==> src/rtl/pwm_capture.sv <==
// PWM receiver: measures high time and rise-to-rise period of an asynchronous
// input in clk cycles, with a sticky timeout when the input stops toggling.
module pwm_capture #(
  parameter int unsigned WIDTH       = 32,
  parameter int unsigned SYNC_STAGES = 2,
  parameter int unsigned TIMEOUT     = 2000000
) (
  input  logic             clk,
  input  logic             reset,
  input  logic             enable,
  input  logic             pwm_in,
  output logic [WIDTH-1:0] d_meas,
  output logic [WIDTH-1:0] t_meas,
  output logic             valid,
  output logic             timeout,
  output logic             stuck_level
);

  localparam logic [WIDTH-1:0] TIMEOUT_C = WIDTH'(TIMEOUT);
  localparam logic [WIDTH-1:0] ONE_C     = WIDTH'(1);

  typedef enum logic [1:0] {IDLE, HIGH, LOW} state_e;

  state_e                 state_q, state_d;
  logic [SYNC_STAGES-1:0] sync_q;
  logic                   prev_q;
  logic [WIDTH-1:0]       cnt_hi_q, cnt_hi_d;
  logic [WIDTH-1:0]       cnt_per_q, cnt_per_d;
  logic [WIDTH-1:0]       d_meas_q, d_meas_d;
  logic [WIDTH-1:0]       t_meas_q, t_meas_d;
  logic                   valid_q, valid_d;
  logic                   timeout_q, timeout_d;
  logic                   stuck_q, stuck_d;

  logic s, rise, fall;

  assign s    = sync_q[SYNC_STAGES-1];
  assign rise = s & ~prev_q;
  assign fall = ~s & prev_q;

  // The synchroniser and edge history run regardless of enable.
  always_ff @(posedge clk or negedge reset) begin
    if (!reset) begin
      sync_q <= '0;
      prev_q <= 1'b0;
    end else begin
      // NOTE: non-blocking assignments so every flop samples pre-edge values.
      sync_q <= {sync_q[SYNC_STAGES-2:0], pwm_in};
      prev_q <= s;
    end
  end

  always_ff @(posedge clk or negedge reset) begin
    if (!reset) begin
      state_q   <= IDLE;
      cnt_hi_q  <= '0;
      cnt_per_q <= '0;
      d_meas_q  <= '0;
      t_meas_q  <= '0;
      valid_q   <= 1'b0;
      timeout_q <= 1'b0;
      stuck_q   <= 1'b0;
    end else begin
      state_q   <= state_d;
      cnt_hi_q  <= cnt_hi_d;
      cnt_per_q <= cnt_per_d;
      d_meas_q  <= d_meas_d;
      t_meas_q  <= t_meas_d;
      valid_q   <= valid_d;
      timeout_q <= timeout_d;
      stuck_q   <= stuck_d;
    end
  end

  always_comb begin
    // NOTE: every output of this block gets a default first, so no latches.
    state_d   = state_q;
    cnt_hi_d  = cnt_hi_q;
    cnt_per_d = cnt_per_q;
    d_meas_d  = d_meas_q;
    t_meas_d  = t_meas_q;
    valid_d   = 1'b0;
    timeout_d = timeout_q;
    stuck_d   = stuck_q;

    if (!enable) begin
      state_d   = IDLE;
      cnt_hi_d  = '0;
      cnt_per_d = '0;
    end else begin
      unique case (state_q)
        IDLE: begin
          if (rise) begin
            cnt_hi_d  = ONE_C;
            cnt_per_d = ONE_C;
            state_d   = HIGH;
          end
        end
        HIGH: begin
          // Timeout beats a coincident fall so cnt_per never passes TIMEOUT.
          if (cnt_per_q == TIMEOUT_C) begin
            state_d   = IDLE;
            timeout_d = 1'b1;
            stuck_d   = s;
          end else begin
            cnt_per_d = cnt_per_q + ONE_C;
            if (s)    cnt_hi_d = cnt_hi_q + ONE_C;
            if (fall) state_d  = LOW;
          end
        end
        LOW: begin
          if (rise) begin
            d_meas_d  = cnt_hi_q;
            t_meas_d  = cnt_per_q;
            valid_d   = 1'b1;
            timeout_d = 1'b0;
            cnt_hi_d  = ONE_C;
            cnt_per_d = ONE_C;
            state_d   = HIGH;
          end else if (cnt_per_q == TIMEOUT_C) begin
            state_d   = IDLE;
            timeout_d = 1'b1;
            stuck_d   = s;
          end else begin
            cnt_per_d = cnt_per_q + ONE_C;
          end
        end
        default: state_d = IDLE;
      endcase
    end
  end

  assign d_meas      = d_meas_q;
  assign t_meas      = t_meas_q;
  assign valid       = valid_q;
  assign timeout     = timeout_q;
  assign stuck_level = stuck_q;

endmodule
==> config.mk <==
export PLATFORM = sky130hd
export DESIGN_NAME = pwm_capture
export DESIGN_NICKNAME = d
export VERILOG_FILES = /design/src/rtl/pwm_capture.sv
export SDC_FILE = /design/constraint.sdc
export NUM_CORES = 1
export LEC_CHECK = 0
export CORE_UTILIZATION = 50
export DETAILED_ROUTE_END_ITERATION = 8
export PLACE_DENSITY_LB_ADDON = 0.12
export SLEW_MARGIN = 20
export SYNTH_ARGS = -nofsm -noshare
export SYNTH_HDL_FRONTEND = slang
export SYNTH_SLANG_ARGS = --single-unit
==> constraint.sdc <==
create_clock -name clk -period 2.8 [get_ports clk]
set_input_delay 0.28 -clock clk [delete_from_list [all_inputs] [get_ports clk]]
set_output_delay 0.28 -clock clk [all_outputs]
set_load 0.02 [all_outputs]
==> flow_summary.json <==
{
  "status": "finished, final reports clean",
  "fin_skew_ns": 0.00687,
  "seq_area_frac_synth_pct": 50.3,
  "synth_edf_count": 0,
  "fin_crit_ns": 2.45,
  "drt.antenna.violating_nets": 0,
  "netlist.area_leader.share_pct": 50.3,
  "crit_fanout": 22,
  "regToRegSetupSlack_ns": 0.35,
  "cts.sinks": 136,
  "first_iter_violations": 420,
  "drc": 0,
  "r2r_cells": 7,
  "finalSetupTns_ns": 0,
  "fill_cells": 1116,
  "syn-num-nets": 625,
  "worst-path-buf-inv": 1,
  "grt_overflow_total": 0,
  "finalCritPeriodShare_pct": 87.5,
  "final_area_mm2": 0.00827,
  "max-cap-violations": 0,
  "synth_cell_type_count": 66,
  "power_w": 0.00499,
  "ir_drop_uv": 341,
  "via_per_inst": 6.01,
  "relSlewSlack_pct": 49.8,
  "worstHoldEndpoint": "sync_q[0]",
  "die-area_mm2": 0.0140,
  "drive_above_1_share_pct": 17.3,
  "powerDensity_mw_per_mm2": 603,
  "cts_buffers": 17,
  "critPathCaptureType": "flip-flop",
  "grt_pass1_vias": 5312,
  "vias": 5256,
  "r2r-end": "cnt_hi_q[2]",
  "synth_top_area_cell": "dfrtp_1",
  "hold_path_class": "input port to flip-flop",
  "timing.rr.start": "cnt_per_q[0]",
  "p_leak_nw": 3.68,
  "crit_path_top_delay_cell": "o211ai_4",
  "cts-root-buf": "clkbuf_16",
  "wl_per_cell_um": 17.9,
  "fin_cells": 875,
  "hold_violations": 0,
  "fmax_mhz": 408,
  "fin_nets": 697,
  "die_h_um": 118,
  "antenna_found_initial": 0,
  "finalMaxSlewViolations": 0,
  "ys_warn_count": 0,
  "core_mm2": 0.0132,
  "first_pass_iters": 7,
  "rsz0062_at_grt": "false",
  "htreeDepth": 4,
  "async_flop_share_pct": 100,
  "synthTopCellsByArea": "dfrtp_1, mux2_2, nand3_1, xor2_1, nand2_1",
  "synthCells": 614,
  "worst-slew-pin-transition_ns": 0.754,
  "cts_setup_buffers": 0,
  "ioPinCount": 71,
  "arrival_ns": 2.75,
  "cts_tree": "yes",
  "grtUsageTotal_pct": 24.0,
  "fp-row-count": 42,
  "place_ws_ns": 0.383,
  "dp_hpwl_mm": 10.6,
  "slowest_delay_ns": 0.57,
  "start_util_pct": 51.1,
  "synthTopCellsByCount": "dfrtp_1, mux2_2, nand2_1, nor2_1, nand3_1",
  "syn_area_mm2": 0.00677,
  "yosysMostFrequentCell": "dfrtp_1",
  "cts.reportedPaths.clkPinSlew_ns": 0.06,
  "required_ns": 3.10,
  "die_x_um": 118,
  "wl_mm": 15.7,
  "num_antenna_cells": 0,
  "place_congestion": 0.872,
  "place_inst": 842,
  "holdCritStartpoint": "pwm_in",
  "grt_pass1_wl_mm": 26.6,
  "critical_path_class": "flip-flop to flip-flop",
  "holdPathStages": 1,
  "clkLatencyLatePin_ns": 0.42,
  "cts_resized": 0,
  "grt_max_degree": 85,
  "dpl-instance-area_mm2": 0.00768,
  "critPathTopFamily": "compound AO/OA/AOI/OAI gates",
  "cts_buffer_depth": 2,
  "crit_chain": "inv_1 > ha_1 > nor4b_2 > nand4_2 > o211ai_4 > a21oi_1 > a22o_1",
  "finalSetupViolations": 0,
  "io_buffers": 70,
  "setup.worst_path.start_class": "flip-flop",
  "post_synth.cell_area_avg_um2": 11.0,
  "synth-seq-cells": 136,
  "fin_ws_ns": 0.351,
  "synth_flop_cell": "dfrtp_1",
  "area_growth_pct": 22.2
}
## placed cells by master (no fill, tap or decap), types with 8 or more instances in the layout
master,synthesis,routed
a22o_1,13,13
nor2_1,39,39
mux2_1,10,10
a21o_1,8,8
nand3_1,37,36
a31oi_1,14,14
o31ai_1,10,10
nand4_1,21,21
mux2_2,46,46
clkdlybuf4s50_1,0,69
and3_1,12,12
clkbuf_16,0,17
buf_4,2,17
o21ai_0,17,17
dfrtp_1,136,136
a41oi_1,8,8
nand2_1,39,39
a21oi_1,19,19
inv_1,16,16
xor2_1,18,18
## flip-flops by register name, indices dropped and copies added, names as in the netlist
name and count:
prev_q 1, cnt_per_q 32, d_meas 32, timeout 1
t_meas 32, state_q 2, stuck_level 1, valid 1
cnt_hi_q 32, sync_q 2
## logic make-up after synthesis
group | share of synthesized area, %
and+or+nand+nor | 17.8
buffers and inverters | 3.68
xor gates and xnor gates | 2.98
muxes | 9.47
AOI/OAI and AO/OA | 14.5
adders and majority gates | 1.29
DFF | 50.3
## power breakdown
part	internal (W)	switching [W]	total, W
logic	0.000261	0.000498	0.000759
registers	0.00201	0.0000504	0.00206
clock network	0.00136	0.000815	0.00217
## what timing repair did
action                                  in CTS  in global routing
endpoints found under the setup margin       0                  0
hold buffers                                 1                  0
endpoints found under the hold margin       81                  0
## stage by stage
step	utilization, %	hold WS, ns
after floorplan	-	-0.0156
after global placement	58.0	0.333
after detailed placement	58.0	0.342
after CTS	62.5	0.283
after global routing	62.5	0.285
final	62.5	0.295
## worst max-delay path by stage
stage,from,depth (start not counted),to,slack (ns)
after global routing,cnt_per_q[0],7,cnt_hi_q[5],0.12
final,cnt_per_q[0],7,cnt_hi_q[2],0.35
after floorplan,state_q[0],8,cnt_per_q[30],0.70
after CTS,cnt_per_q[0],7,cnt_hi_q[2],0.38
after detailed placement,cnt_per_q[0],7,cnt_hi_q[2],0.38
after global placement,cnt_per_q[0],7,cnt_hi_q[5],0.48
## area by class of cell
type / instances / area [um2] / share of cell area [%]
Inverter: 16 / 60.1 / 0.726
Clock inverter: 7 / 65.1 / 0.787
Clock buffer: 25 / 515 / 6.23
Multi-Input combinational cell: 425 / 3130 / 37.8
Tap cell: 176 / 220 / 2.66
Sequential cell: 136 / 3400 / 41.1
Timing Repair Buffer: 90 / 880 / 10.6
## metal layers
layer	vias up	track usage (%)	share of wire [%]
met2	133	40.4	51
li1	2432	-	-
met3	32	4.78	3.4
met5	-	0	0
met1	2659	29.7	43
met4	0	11.3	2.2
Note: power is estimated with default switching activity, not from simulation.
